==> src/rtl/rf_pkg.sv <==
// Shared register-file definitions: geometry, the hard-wired zero register,
// and the write-port bundle used by the arbiter and the register file wrapper.
package rf_pkg;

    localparam int RF_AW       = 5;
    localparam int RF_DW       = 32;
    localparam int RF_NREGS    = 32;
    localparam int RF_ZERO_REG = 0;

    typedef struct packed {
        logic             we;
        logic [RF_AW-1:0] addr;
        logic [RF_DW-1:0] data;
    } rf_wr_t;

endpackage

==> src/rtl/rr_arbiter.sv <==
// Combinational round-robin picker: the first asserted request at or after
// ptr (wrapping mod NREQ) wins; returns one-hot grant and encoded index.
module rr_arbiter #(
    parameter int NREQ = 2,
    parameter int IW   = $clog2(NREQ)
) (
    input  logic [NREQ-1:0] req,
    input  logic [IW-1:0]   ptr,
    output logic [NREQ-1:0] grant,
    output logic [IW-1:0]   idx,
    output logic            hit
);

    always_comb begin
        grant = '0;
        idx   = '0;
        hit   = 1'b0;
        for (int k = 0; k < NREQ; k++) begin
            for (int i = 0; i < NREQ; i++) begin
                if (!hit && req[i] && ((int'(ptr) + k) % NREQ) == i) begin
                    hit      = 1'b1;
                    grant[i] = 1'b1;
                    idx      = IW'(i);
                end
            end
        end
    end

endmodule

==> src/rtl/regfile_wb_arbiter.sv <==
// Write-back arbiter for the register file's single write port: round-robin
// over NREQ units, registered output stage, and a pending-write hazard mask.
module regfile_wb_arbiter
    import rf_pkg::*;
#(
    parameter int NREQ = 2,
    parameter int AW   = RF_AW,
    parameter int DW   = RF_DW,
    parameter int IW   = $clog2(NREQ)
) (
    input  logic              clk,
    input  logic              rst,
    input  logic [NREQ-1:0]   req_valid,
    input  logic [NREQ*AW-1:0] req_addr,
    input  logic [NREQ*DW-1:0] req_data,
    output logic [NREQ-1:0]   req_ready,
    output logic              rf_we,
    output logic [AW-1:0]     rf_waddr,
    output logic [DW-1:0]     rf_wdata,
    output logic [IW-1:0]     rf_src,
    output logic [2**AW-1:0]  pending
);

    logic [IW-1:0]   rr_ptr;
    logic [IW-1:0]   win_idx;
    logic [NREQ-1:0] grant;
    logic            hit;
    logic            hs;
    logic            we_q;
    logic [AW-1:0]   win_addr;
    logic [DW-1:0]   win_data;

    rr_arbiter #(.NREQ(NREQ), .IW(IW)) u_arb (
        .req   (req_valid),
        .ptr   (rr_ptr),
        .grant (grant),
        .idx   (win_idx),
        .hit   (hit)
    );

    assign req_ready = rst ? '0 : grant;
    assign hs        = hit && !rst;

    always_comb begin
        win_addr = '0;
        win_data = '0;
        for (int i = 0; i < NREQ; i++) begin
            if (grant[i]) begin
                win_addr = req_addr[i*AW +: AW];
                win_data = req_data[i*DW +: DW];
            end
        end
    end

    always_ff @(posedge clk) begin
        if (rst) begin
            we_q     <= 1'b0;
            rf_waddr <= '0;
            rf_wdata <= '0;
            rf_src   <= '0;
            rr_ptr   <= '0;
        end else begin
            we_q <= hs && (win_addr != AW'(RF_ZERO_REG));
            if (hs) begin
                rf_waddr <= win_addr;
                rf_wdata <= win_data;
                rf_src   <= win_idx;
                rr_ptr   <= (win_idx == IW'(NREQ-1)) ? '0 : win_idx + IW'(1);
            end
        end
    end

    // Gating with rst drops a staged write in the same cycle reset arrives,
    // so the register file never commits it.
    assign rf_we = we_q && !rst;

    always_comb begin
        pending = '0;
        for (int r = 1; r < 2**AW; r++) begin
            for (int i = 0; i < NREQ; i++) begin
                if (req_valid[i] && req_addr[i*AW +: AW] == AW'(r))
                    pending[r] = 1'b1;
            end
            if (rf_we && rf_waddr == AW'(r))
                pending[r] = 1'b1;
        end
    end

endmodule

==> config.mk <==
export PLATFORM = sky130hd
export DESIGN_NAME = regfile_wb_arbiter
export DESIGN_NICKNAME = d
export VERILOG_FILES = /design/src/rtl/rf_pkg.sv /design/src/rtl/rr_arbiter.sv /design/src/rtl/regfile_wb_arbiter.sv
export SDC_FILE = /design/constraint.sdc
export NUM_CORES = 1
export LEC_CHECK = 0
export CORE_MARGIN = 2
export CORE_UTILIZATION = 40
export DETAILED_ROUTE_END_ITERATION = 8
export GPL_TIMING_DRIVEN = 0
export PLACE_DENSITY = 0.95
export SYNTH_ARGS = -nofsm -noshare
export SYNTH_HDL_FRONTEND = slang
export SYNTH_SLANG_ARGS = --single-unit
==> constraint.sdc <==
create_clock -name clk -period 1.7 [get_ports clk]
set_input_delay 0.34 -clock clk [delete_from_list [all_inputs] [get_ports clk]]
set_output_delay 0.34 -clock clk [all_outputs]
set_load 0.1 [all_outputs]
**Word level (Yosys, flattened, before mapping)**

Cells that the tools add are included.

- Logic and storage cells: 320
- Output and inout port bits: 73
- Flip-flop bits (word level): 40
- Input bits: 78

- Reduce and logical (&&, ||, !) cells: 110
- Mux-type cells: 108
- Bitwise operators: 1
- $add $sub $neg: 2
- Equal/unequal tests: 94

Operator list:

| operator | count |
|---|---|
| == test 5 bit, second input constant | 48 |
| == test 5 x 4 -> 1 bit, second input constant | 24 |
| logical AND 1 bit | 103 |
| two-way mux 1 bit | 103 |
| logical NOT 32 bit | 2 |
| two-way mux 32 bit | 2 |
| == test 5 x 3 -> 1 bit, second input constant | 12 |
| == test 5 x 2 -> 1 bit, second input constant | 6 |
| == test 5 x 1 -> 1 bit, second input constant | 3 |
| two-way mux 5 bit | 2 |
| nonzero test 5 bit | 1 |
| logical NOT 1 bit | 4 |
| adder 1 bit, second input constant | 2 |
| == test 2 bit, second input constant | 1 |
| two-way mux 2 bit | 1 |
| bitwise AND 1 bit, first input constant | 1 |

**Longest topological paths before layout**

Gate-level depths: netlist of run 1.

- Word-level depth: 18
- Depth in mapped cells: 5
- Mapped depth without buffers: 3

**Hierarchy**

A second synthesis of run 1 with hierarchy kept.

- Cells, all modules: 312
- Area total of the unflattened synthesis: 2887.8 um^2

By module, submodules not included:

| module | times used | cells an instance | area an instance (um^2) | sequential area each (um^2) |
|---|---|---|---|---|
| regfile_wb_arbiter | 1 | 307 | 2855.2 | 800.8 |
| rr_arbiter | 1 | 5 | 32.5 | 0.0 |

**Least setup slack after synthesis of run 1**

Ideal clock, no wire load.

- Path kind: register to output
- From: reg rf_waddr[2]
- To: out pending[4]
- Required time: 1360 ps
- Arrival: 3535 ps
- Slack: -2175 ps
- Path buffers: 0
- Cell stages (with the launch flop): 4
- Cell sequence: dfxtp_1 -> nor2b_1 -> nand3b_1 -> o21ai_0

- Cells in the longest elaborated chain, start to end: 3

RTL lines:

| what | line | text |
|---|---|---|
| start: declaration | regfile_wb_arbiter.sv:18 | `output logic [AW-1:0] rf_waddr,` |
| start signal: assignment | regfile_wb_arbiter.sv:65 | `rf_waddr <= win_addr;` |
| == test 5 x 3 -> 1 bit | regfile_wb_arbiter.sv:84 | `if (rf_we && rf_waddr == AW'(r))` |
| logical AND 1 bit | regfile_wb_arbiter.sv:84 |  |
| two-way mux 1 bit | regfile_wb_arbiter.sv:84 |  |
| end: declaration | regfile_wb_arbiter.sv:21 | `output logic [2**AW-1:0] pending` |

Every way passes these cells.

**Final worst setup path of run 1**

- From: reg rf_waddr[2]
- To: out pending[6]

Same word-level chain as after synthesis.

==> run summary, run 1 <==
Status: finished, violations left
Failing checks: setup timing
Post-DP HPWL: 7844 µm
Storage element area: 824.5 µm²
Initial antenna violation count: 0
Area Growth Syn to Fin: 111.3%
Max-Cap Viols: 0
Vias/cell: 6.679
Arr. time, crit path: 1.73 ns
Antenna cell count: 0
Vias in the first global route: 3,772
IO Pins: 151
Post-DRT Antenna Nets: 0
Filler Cell Count: 301
Top-area cell type share of the netlist area: 31.19%
Synth area leader: dfxtp_1
F_max: 483.9 MHz
Die Y: 84.12 µm
Mapped cell area: 2567 µm²
Total power density per cell area: 631.1 nW/µm²
Fin crit share: 121.6%
Worst Path Required: 1.36 ns
Switching pwr: 1582 µW
Worst vdd ir: 0.5250 mV
Via Count: 3,767
Combinational power share: 50.4%
Syn_area_per_cell: 8.074 µm²
Ys flop type: dfxtp_1
Min Clock Period, post-route: 2.066 ns
H-tree depth: 2
Post-synthesis adder-cell area fraction: 0%
Endpoints failing hold: 0
Total congestion overflow: 0
Cell internal pwr: 1841 µW
Sw frac: 46.22%
Hold Path Class: in2reg
DRC: 0
Most frequent cell after synthesis: nand2_1
Leak Pwr: 0.001842 µW
Largest family of logic cells by synthesized area: compound AO/OA/AOI/OAI gates
Rel. slew slack: 47.56%
Register bit total from synthesis: 40
RSZ-0062 raised after global routing: true
Seq/Total Area, Yosys: 31.19%
First-pass GRT wire length: 20,650 µm
Synth Area in Simple Gates: 25.44%
IO Port Bufs: 145
Cell Area, Placed: 4553 µm²
Clk slew on worst S/H paths: 0.09 ns
Max incr delay on CP: 0.42 ns
Slew @ Worst Pin: 0.7866 ns
Post-route setup slack: -0.3665 ns
Top post-synthesis cells by count: 50 x nand2_1, 40 x dfxtp_1, 31 x a32oi_1
Crit path max-delay cell type: dfxtp_4
CP Capture Type: primary output
DRT Wirelength: 14,860 µm
Final Util: 86.41%
Number of CTS-inserted buffers: 5
Max Buffers Root-to-Sink: 2
Worst Skew: 0.01212 ns
Syn_nets: 396
# rows: 29
Mux cell area share after synthesis: 0%
NumNets Final: 565
GRT Overall Usage: 37.06%
Synth unique cells: 42
Synth Warn #: 0
Setup Crit Path Kind: reg2out
Flop pwr share: 31.6%
Number of synthesized flops with an enable pin: 0
Worst setup SP type: flip-flop
Final weighted congestion in routability-driven placement: 0.9213
Post-Synthesis Cells: 318
Async set or reset register ratio after synthesis: 0%
Post-synthesis compound-gate area fraction: 35.53%
Share of cells above drive strength 1: 47.64%
DRT iter0 DRCs: 304
First-pass DRT Iterations: 6
Design Area, Final: 5424 µm²
Post-Synth XOR/XNOR Area: 0%
Clock Power Share: 17.9%
Starting Density: 40.90%
Fin. max-slew vios: 0
CTS tree: yes
Wire per inst: 26.35 µm
Die X-Extent: 84.12 µm
Multi-input gate area: 2236 µm²
Clock sinks: 40
CTS root buf: clkbuf_8
Clock Latency Late Sink: 0.30 ns
Core area: 6277 µm²
Cell chain of the critical path: nor2b_4 > nand3b_1 > buf_6 > o21ai_4 > buf_12
CP Max Fanout: 8
Die ar.: 7075 µm²
Synth area leaders: dfxtp_1 31%, a32oi_1 11%, nand2_1 7.3%
Largest net degree at the start of global routing: 12
Final Setup Violations: 32
==> registers in the layout (all words and copies together) (netlist names) <==
| signal | cells |
|---|---|
| we_q | 1 |
| rr_ptr | 1 |
| rf_wdata | 32 |
| rf_waddr | 5 |
| rf_src | 1 |
==> routing by layer <==
metal	global-route usage [%]	up-vias	part of all wire (%)
met3	8.902	117	11
met5	0	-	0
li1	-	1570	-
met4	19.50	0	7.9
met1	41.35	1743	33
met2	64.94	337	48
==> critical path, delay by kind of cell (launching register included) <==
family                 cells  cell delay (ns)
and+or+nand+nor            2             0.33
DFF                        1             0.42
AOI/OAI and AO/OA          1             0.27
buffers and inverters      2             0.40
==> layout make-up <==
class	count	share of cell area, %
Multi-Input combinational cell	245	41.22
Timing Repair Buffer	165	35.85
Sequential cell	40	15.20
Buffer	28	4.383
Tap cell	77	1.776
Clock buffer	6	1.338
Inverter	2	0.1384
Clock inverter	1	0.09227
==> power by group through the flow <==
| stage | logic, µW | clock network, µW | registers, µW |
|---|---|---|---|
| after floorplan | 555 | 0 | 1580 |
| after global placement | 1490 | 0 | 1090 |
| after detailed placement | 1520 | 0 | 1090 |
| after CTS | 1610 | 604 | 1070 |
| after global routing | 1770 | 644 | 1090 |
| final | 1730 | 613 | 1080 |
==> through the flow <==
step | instances | setup TNS, ns | setup slack [ns] | total power, µW | hold WS [ns]
6_report | 564 | -6.497 | -0.3665 | 3423 | 0.3603
5_1_grt | 564 | -7.711 | -0.3611 | 3498 | 0.3484
4_1_cts | 558 | -4.956 | -0.2378 | 3284 | 0.3443
3_5_place_dp | 540 | -58.39 | -1.838 | 2606 | 0.4403
3_3_place_gp | 540 | -55.77 | -1.776 | 2575 | 0.4349
2_1_floorplan | 318 | -12.87 | -1.016 | 2138 | 0.5060
==> repair_timing <==
item,CTS,global route
endpoints found under the setup margin,72,34
gates cloned,1,0
hold buffers,0,0
pin swaps,20,12
resized for setup,485,55
setup buffers,12,7
==> path summary, 6_finish.rpt <==
kind	depth (start not counted)	from	slack, ns	endpoint
hold / removal	3	rst	0.36	we_q
setup reg to reg	4	rr_ptr	0.38	rf_wdata[27]
setup / recovery	5	rf_waddr[2]	-0.37	pending[6]
hold reg to reg	2	rf_wdata[9]	0.45	rf_wdata[9]
==> kinds of logic (layout without fill, tap and decap cells) <==
family          Yosys count  count (layout)
flops                    40              40
buf+inv                  33             202
simple gates            117             117
compound gates          127             127
other cells               1               1
==> cells in the final DEF (no fill, tap or decap), types with 17 or more instances in the layout <==
cell type	n
a32oi_1	31
buf_12	31
buf_4	18
buf_6	17
clkdlybuf4s15_2	38
clkdlybuf4s50_1	64
dfxtp_1	33
nand2_1	47
o21ai_1	28
o21ai_4	18
Note: power is estimated with default switching activity, not from simulation.
==> run 2, diff against run 1 <==
--- a/config.mk
+++ b/config.mk
@@ -5,10 +5,12 @@
 export SDC_FILE = /design/constraint.sdc
 export NUM_CORES = 1
 export LEC_CHECK = 0
+export ABC_CLOCK_PERIOD_IN_PS = 1700
 export CORE_MARGIN = 2
 export CORE_UTILIZATION = 40
 export DETAILED_ROUTE_END_ITERATION = 8
 export GPL_TIMING_DRIVEN = 0
+export HOLD_SLACK_MARGIN = 0.06
 export PLACE_DENSITY = 0.95
 export SYNTH_ARGS = -nofsm -noshare
 export SYNTH_HDL_FRONTEND = slang
==> results of run 2 <==
The final DEF is identical to that of run 1; final timing and power are the same.
